--- src/rtl/bus_pkg.sv ---
// ---------------------------------------------------------------------------
// bus_pkg
//   Shared definitions for the simple valid/ready bus slave:
//     BUS_ADDR_W / BUS_DATA_W : default address and data widths
//     bus_state_e             : slave FSM state encoding (IDLE, WAIT, RESP)
//     ERR_RDATA               : read data returned for out-of-range reads
// ---------------------------------------------------------------------------
package bus_pkg;

  localparam int unsigned BUS_ADDR_W = 8;
  localparam int unsigned BUS_DATA_W = 32;

  typedef enum logic [1:0] {
    IDLE = 2'd0,
    WAIT = 2'd1,
    RESP = 2'd2
  } bus_state_e;

  localparam logic [BUS_DATA_W-1:0] ERR_RDATA = '0;

endpackage : bus_pkg

--- src/rtl/bus_slave_regfile.sv ---
// ---------------------------------------------------------------------------
// bus_slave_regfile
//   DEPTH x DATA_W storage array, cleared by asynchronous reset.
//   One synchronous write port and one registered read port. The read
//   register holds its value until the next read; rzero_i loads ERR_RDATA
//   instead of an array word.
//
//   Ports:
//     clk      in   clock, all state on rising edge
//     rst_n    in   asynchronous active-low reset (array and read reg to 0)
//     we_i     in   write enable
//     waddr_i  in   write word index
//     wdata_i  in   write data
//     re_i     in   read enable (updates rdata_o on next edge)
//     rzero_i  in   with re_i: load ERR_RDATA instead of array contents
//     raddr_i  in   read word index
//     rdata_o  out  registered read data
// ---------------------------------------------------------------------------
module bus_slave_regfile
  import bus_pkg::*;
#(
  parameter int unsigned DATA_W = BUS_DATA_W,
  parameter int unsigned DEPTH  = 64,
  parameter int unsigned IDX_W  = (DEPTH > 1) ? $clog2(DEPTH) : 1
) (
  input  logic              clk,
  input  logic              rst_n,
  input  logic              we_i,
  input  logic [IDX_W-1:0]  waddr_i,
  input  logic [DATA_W-1:0] wdata_i,
  input  logic              re_i,
  input  logic              rzero_i,
  input  logic [IDX_W-1:0]  raddr_i,
  output logic [DATA_W-1:0] rdata_o
);

  logic [DATA_W-1:0] mem_q [DEPTH];
  logic [DATA_W-1:0] rdata_q;

  always_ff @(posedge clk or negedge rst_n) begin
    if (!rst_n) begin
      for (int unsigned i = 0; i < DEPTH; i++) begin
        mem_q[i] <= '0;
      end
    end else if (we_i) begin
      mem_q[waddr_i] <= wdata_i;
    end
  end

  always_ff @(posedge clk or negedge rst_n) begin
    if (!rst_n) begin
      rdata_q <= '0;
    end else if (re_i) begin
      rdata_q <= rzero_i ? DATA_W'(ERR_RDATA) : mem_q[raddr_i];
    end
  end

  assign rdata_o = rdata_q;

endmodule : bus_slave_regfile

--- src/rtl/bus_slave_mem.sv ---
// ---------------------------------------------------------------------------
// bus_slave_mem
//   Memory-backed slave on the simple valid/ready bus. Accepts a request in
//   IDLE, waits WAIT_CYCLES cycles, then completes it with a one-cycle ready
//   pulse. Out-of-range addresses (addr >= DEPTH) complete with err=1 and no
//   side effects other than rdata=0 on reads.
//
//   Ports:
//     clk       in   bus clock, all state on rising edge
//     rst_n     in   asynchronous active-low reset
//     valid     in   request valid, held by the manager until ready
//     wr_en     in   1 = write, 0 = read
//     addr      in   word address
//     wdata     in   write data
//     rdata     out  read data, valid with ready and held afterwards
//     ready     out  one-cycle completion pulse
//     err       out  out-of-range flag, valid with ready
//     wr_count  out  completed in-range writes (wraps)
//     rd_count  out  completed in-range reads (wraps)
// ---------------------------------------------------------------------------
module bus_slave_mem
  import bus_pkg::*;
#(
  parameter int unsigned ADDR_W      = BUS_ADDR_W,
  parameter int unsigned DATA_W      = BUS_DATA_W,
  parameter int unsigned DEPTH       = 64,
  parameter int unsigned WAIT_CYCLES = 2,
  parameter int unsigned CNT_W       = 16
) (
  input  logic              clk,
  input  logic              rst_n,
  input  logic              valid,
  input  logic              wr_en,
  input  logic [ADDR_W-1:0] addr,
  input  logic [DATA_W-1:0] wdata,
  output logic [DATA_W-1:0] rdata,
  output logic              ready,
  output logic              err,
  output logic [CNT_W-1:0]  wr_count,
  output logic [CNT_W-1:0]  rd_count
);

  localparam int unsigned IDX_W  = (DEPTH > 1) ? $clog2(DEPTH) : 1;
  localparam int unsigned WCNT_W = (WAIT_CYCLES > 0) ? $clog2(WAIT_CYCLES + 1) : 1;

  localparam logic [WCNT_W-1:0] WAIT_LOAD = WCNT_W'(WAIT_CYCLES);
  localparam logic [ADDR_W:0]   DEPTH_X   = (ADDR_W + 1)'(DEPTH);

  // ---------------------------------------------------------------------
  // State and registers
  // ---------------------------------------------------------------------
  bus_state_e state_q, state_d;

  logic              wr_en_q,    wr_en_d;
  logic [ADDR_W-1:0] addr_q,     addr_d;
  logic [DATA_W-1:0] wdata_q,    wdata_d;
  logic [WCNT_W-1:0] wait_cnt_q, wait_cnt_d;
  logic              ready_q,    ready_d;
  logic              err_q,      err_d;
  logic [CNT_W-1:0]  wr_count_q, wr_count_d;
  logic [CNT_W-1:0]  rd_count_q, rd_count_d;

  logic              accept;
  logic              enter_resp;
  logic              in_range;
  logic              mem_we;
  logic              mem_re;
  logic              mem_rzero;
  logic [IDX_W-1:0]  mem_idx;
  logic [DATA_W-1:0] mem_rdata;

  // ---------------------------------------------------------------------
  // FSM: state register
  // ---------------------------------------------------------------------
  always_ff @(posedge clk or negedge rst_n) begin
    if (!rst_n) begin
      state_q <= IDLE;
    end else begin
      state_q <= state_d;
    end
  end

  // ---------------------------------------------------------------------
  // FSM: next-state logic
  // ---------------------------------------------------------------------
  always_comb begin
    state_d = state_q;
    unique case (state_q)
      IDLE: begin
        if (valid) begin
          state_d = (WAIT_CYCLES > 0) ? WAIT : RESP;
        end
      end
      WAIT: begin
        // Counter reaches zero on this edge: complete now.
        if (wait_cnt_q == WCNT_W'(1)) begin
          state_d = RESP;
        end
      end
      RESP: begin
        state_d = IDLE;
      end
      default: begin
        state_d = IDLE;
      end
    endcase
  end

  // ---------------------------------------------------------------------
  // FSM: output / datapath logic
  // ---------------------------------------------------------------------
  always_comb begin
    wr_en_d    = wr_en_q;
    addr_d     = addr_q;
    wdata_d    = wdata_q;
    wait_cnt_d = wait_cnt_q;
    wr_count_d = wr_count_q;
    rd_count_d = rd_count_q;

    accept = (state_q == IDLE) && valid;

    if (accept) begin
      wr_en_d    = wr_en;
      addr_d     = addr;
      wdata_d    = wdata;
      wait_cnt_d = WAIT_LOAD;
    end else if (state_q == WAIT) begin
      wait_cnt_d = wait_cnt_q - WCNT_W'(1);
    end

    // The request is taken from the _d fields: with zero wait states the
    // acceptance edge is also the completion edge, so the live bus fields
    // are used before they have been captured into _q.
    enter_resp = (state_d == RESP);
    in_range   = ({1'b0, addr_d} < DEPTH_X);

    ready_d = enter_resp;
    err_d   = enter_resp && !in_range;

    mem_we    = enter_resp && wr_en_d && in_range;
    mem_re    = enter_resp && !wr_en_d;
    mem_rzero = !in_range;
    mem_idx   = addr_d[IDX_W-1:0];

    if (enter_resp && in_range) begin
      if (wr_en_d) begin
        wr_count_d = wr_count_q + CNT_W'(1);
      end else begin
        rd_count_d = rd_count_q + CNT_W'(1);
      end
    end
  end

  // ---------------------------------------------------------------------
  // Request capture, wait counter and registered outputs
  // ---------------------------------------------------------------------
  always_ff @(posedge clk or negedge rst_n) begin
    if (!rst_n) begin
      wr_en_q    <= 1'b0;
      addr_q     <= '0;
      wdata_q    <= '0;
      wait_cnt_q <= '0;
      ready_q    <= 1'b0;
      err_q      <= 1'b0;
      wr_count_q <= '0;
      rd_count_q <= '0;
    end else begin
      wr_en_q    <= wr_en_d;
      addr_q     <= addr_d;
      wdata_q    <= wdata_d;
      wait_cnt_q <= wait_cnt_d;
      ready_q    <= ready_d;
      err_q      <= err_d;
      wr_count_q <= wr_count_d;
      rd_count_q <= rd_count_d;
    end
  end

  // ---------------------------------------------------------------------
  // Storage
  // ---------------------------------------------------------------------
  bus_slave_regfile #(
    .DATA_W (DATA_W),
    .DEPTH  (DEPTH),
    .IDX_W  (IDX_W)
  ) u_regfile (
    .clk     (clk),
    .rst_n   (rst_n),
    .we_i    (mem_we),
    .waddr_i (mem_idx),
    .wdata_i (wdata_d),
    .re_i    (mem_re),
    .rzero_i (mem_rzero),
    .raddr_i (mem_idx),
    .rdata_o (mem_rdata)
  );

  assign rdata    = mem_rdata;
  assign ready    = ready_q;
  assign err      = err_q;
  assign wr_count = wr_count_q;
  assign rd_count = rd_count_q;

endmodule : bus_slave_mem

--- config.mk ---
export PLATFORM = sky130hd
export DESIGN_NAME = bus_slave_mem
export DESIGN_NICKNAME = d
export VERILOG_FILES = /design/src/rtl/bus_pkg.sv /design/src/rtl/bus_slave_regfile.sv /design/src/rtl/bus_slave_mem.sv
export SDC_FILE = /design/constraint.sdc
export NUM_CORES = 2
export LEC_CHECK = 0
export BUFFER_PORTS_ARGS = -buffer_cell sky130_fd_sc_hd__buf_2
export CELL_PAD_IN_SITES_DETAIL_PLACEMENT = 1
export CELL_PAD_IN_SITES_GLOBAL_PLACEMENT = 1
export CORE_UTILIZATION = 45
export CTS_CLUSTER_DIAMETER = 80
export DETAILED_ROUTE_END_ITERATION = 7
export PLACE_DENSITY = 0.72
export SLEW_MARGIN = 20
export SYNTH_ARGS = -nofsm -noshare
export SYNTH_HDL_FRONTEND = slang
export SYNTH_SLANG_ARGS = --single-unit
--- constraint.sdc ---
create_clock -name clk -period 8.9 [get_ports clk]
set_clock_uncertainty 0.2 [all_clocks]
set_input_delay 1.335 -clock clk [delete_from_list [all_inputs] [get_ports clk]]
set_output_delay 1.335 -clock clk [all_outputs]
set_load 0.02 [all_outputs]
==> metrics.txt <==
outcome=finished, final reports clean; clock-pin slew of the registers on the worst-case setup and hold paths=0.06 ns; CTS buffer count=224; top cells by area in the synthesized netlist=dfrtp_1, o21ai_0, nand2_1, o22ai_1, clkbuf_1; Final GP Congestion=0.818; placed insts=11200; most frequent cells in the layout=nand2_1, dfrtp_1, o21ai_0; period utilization=63.3%; worst path cell trace=buf_2 > or3b_4 > buf_4 > mux2_8 > buf_12 > o22a_1 > o221ai_1 > o31ai_1 > o221ai_1 > o31ai_1; setup violators final=0; WL/cell=30.3 µm; initial antenna violation count=20; worst reg2reg path depth=9; Psw=12.7 mW; footprint of the multi-input gates=32300 µm²; post-CTS setup buffers=0; leakage power=44.5 nW; filler cell count=21655; setup ws final=3.27 ns; Final Critical Period=5.63 ns; total area of sequential cells=54000 µm²; nets=8844; Yosys warnings=0; area delta synth->final=11.8%; CP max FO=67; post-cts resize count=0; worst min path class=reg -> reg; Mapped Cells=9173; CP Capture Type=register; clk sinks=2159; CP max stage cell=mux2_8; Horiz. Die Dim=447 µm; Pwr per Cell Area=321 nW/µm²; Finished Cell Area=99700 µm²; critical path class=in -> reg; Reg power frac=35.6%; Post-Layout Cell Count=11622; CP max stage delay=0.86 ns; clock share of power=29.5%; I/O pin count=110; Mapped Nets=9220; Overflow after GRT=0; drt pass-1 iters=5; setup tns final=0 ns; CP Data Required Time=9.47 ns; #FFs+latches synth=2159; cell row count=163; Final Max Tran Viols=0; Routed WL=352000 µm; internal power=19.2 mW; DP Worst Slack=2.49 ns; type of origin of the critical path=input pin; vias in the first global route=75827; Die Y=447 µm; critical path depth=10; Routed Antenna Nets=0; first-pass GRT wire length=520000 µm; worst slew pin tran=1.23 ns; Port Buffer Count=109; Buf/Inv on CP=3; async set or reset register ratio after synthesis=100%; Core ar.=197000 µm²; commonest non-fill, non-tap cell in the layout=nand2_1; starting density of the core=45.3%; Placed Area=92100 µm²; clock root cell=clkbuf_16; sequential area share after synthesis=60.6%; Post-Syn Area=89200 µm²; post-synth cell types=68; gr usage total=35.4%; placed wire-length estimate=193000 µm; CTS HTree Levels=4; number of synthesized flops with an enable pin=0; area fraction of the dominant cell type after synthesis=60.6%; post-synth top area cell=dfrtp_1; die area=200000 µm²; Critical Path AT=6.20 ns; sw frac=39.9%; share of post-route cells with drive strength above 1=8.85%; RSZ-0062 raised after global routing=no; hold path cells=1; Mapped Avg Cell Area=9.72 µm²; Comb power frac=34.9%; routed vias=73654; TritonCTS clock tree=done; Max VDD drop=326 µV; Rel. slew slack=18.1%; CTS max path bufs=3; hold buffers post-CTS=0; Hold Vio Cnt, Final=0; max cap viols=0; worst skew pair latency=0.88 ns; commonest register cell after synthesis=dfrtp_1; post-DR vias/cell=6.34; DRC Markers=0; largest net degree at the start of global routing=185; delay-heaviest family, CP=compound AO/OA/AOI/OAI gates; 1st-iter DRT viols=7608; f_max=0.178 GHz
## area by class of cell
type	count	area share [%]
Sequential cell	2159	54.2
Multi-Input combinational cell	6064	32.4
Clock buffer	336	6.60
Tap cell	2640	3.31
Timing Repair Buffer	296	2.54
Clock inverter	64	0.709
Inverter	52	0.198
Antenna cell	11	0.0276
## synth_stat cells, drive strengths merged, types with 8 or more instances
cell type / count
o22a: 150
mux2i: 65
nand3: 90
o2111ai: 25
mux2: 8
or3: 26
nand4b: 8
buf: 204
nand4: 9
nor3: 117
o221ai: 163
nor3b: 8
o21ai: 2061
a21oi: 57
xor2: 10
nor4: 17
o31ai: 84
o22ai: 670
nand2: 2253
o41ai: 29
dfrtp: 2159
nor2: 85
xnor2: 20
a31oi: 21
nor4b: 14
clkbuf: 693
inv: 52
## layer usage
layer  global-route usage [%]  up-vias  share of wire (%)
met5                        0        -             0.0043
met4                     16.7        2                5.0
met1                     48.1    38544                 42
li1                         -    31445                  -
met2                     54.3     2942                 45
met3                     7.34      721                8.1
## registers in the layout, indices dropped and copies added (netlist names)
register           flops
u_regfile.mem_q     2048
u_regfile.rdata_o     32
wdata_q               32
rd_count              16
wr_count              16
addr_q                 8
state_q                2
wait_cnt_q             2
err                    1
ready                  1
wr_en_q                1
## per-stage QoR
step / total power [mW] / util, % / hold WS (ns)
finish: 32.0 / 50.6 / 0.261
global route: 33.0 / 50.6 / 0.287
CTS: 31.8 / 50.5 / 0.265
detailed placement: 22.4 / 46.8 / 0.257
global placement: 22.2 / 46.7 / 0.251
floorplan: 17.7 / - / 0.246
## worst paths after layout
path,start,to,slack (ns)
min,wr_count[15],wr_count[15],0.26
max in group asynchronous,rst_n,u_regfile.mem_q[1024],5.93
max reg2reg,state_q[0],u_regfile.rdata_o[28],3.37
min reg2reg,wr_count[15],wr_count[15],0.26
max,valid,u_regfile.rdata_o[28],3.27
min in group asynchronous,rst_n,u_regfile.mem_q[1953],0.32
## cell families after synthesis
| kind of cell | share of synthesized area (%) |
|---|---|
| AO/OA/AOI/OAI | 21.5 |
| flip-flops | 60.6 |
| buffers and inverters | 4.52 |
| XOR/XNOR | 0.295 |
| AND/OR/NAND/NOR | 12.1 |
| adder cells (fa/ha/maj) | 0.0421 |
| multiplexers | 0.937 |
## power groups by stage
stage | Sequential, mW | Combinational (mW) | Clock, mW
after floorplan | 11.3 | 6.39 | 0
after global placement | 11.5 | 10.7 | 0
final | 11.4 | 11.2 | 9.45
after detailed placement | 11.5 | 10.9 | 0
after CTS | 11.3 | 10.9 | 9.53
after global routing | 11.4 | 11.7 | 9.90
Note: power is estimated with default switching activity, not from simulation.
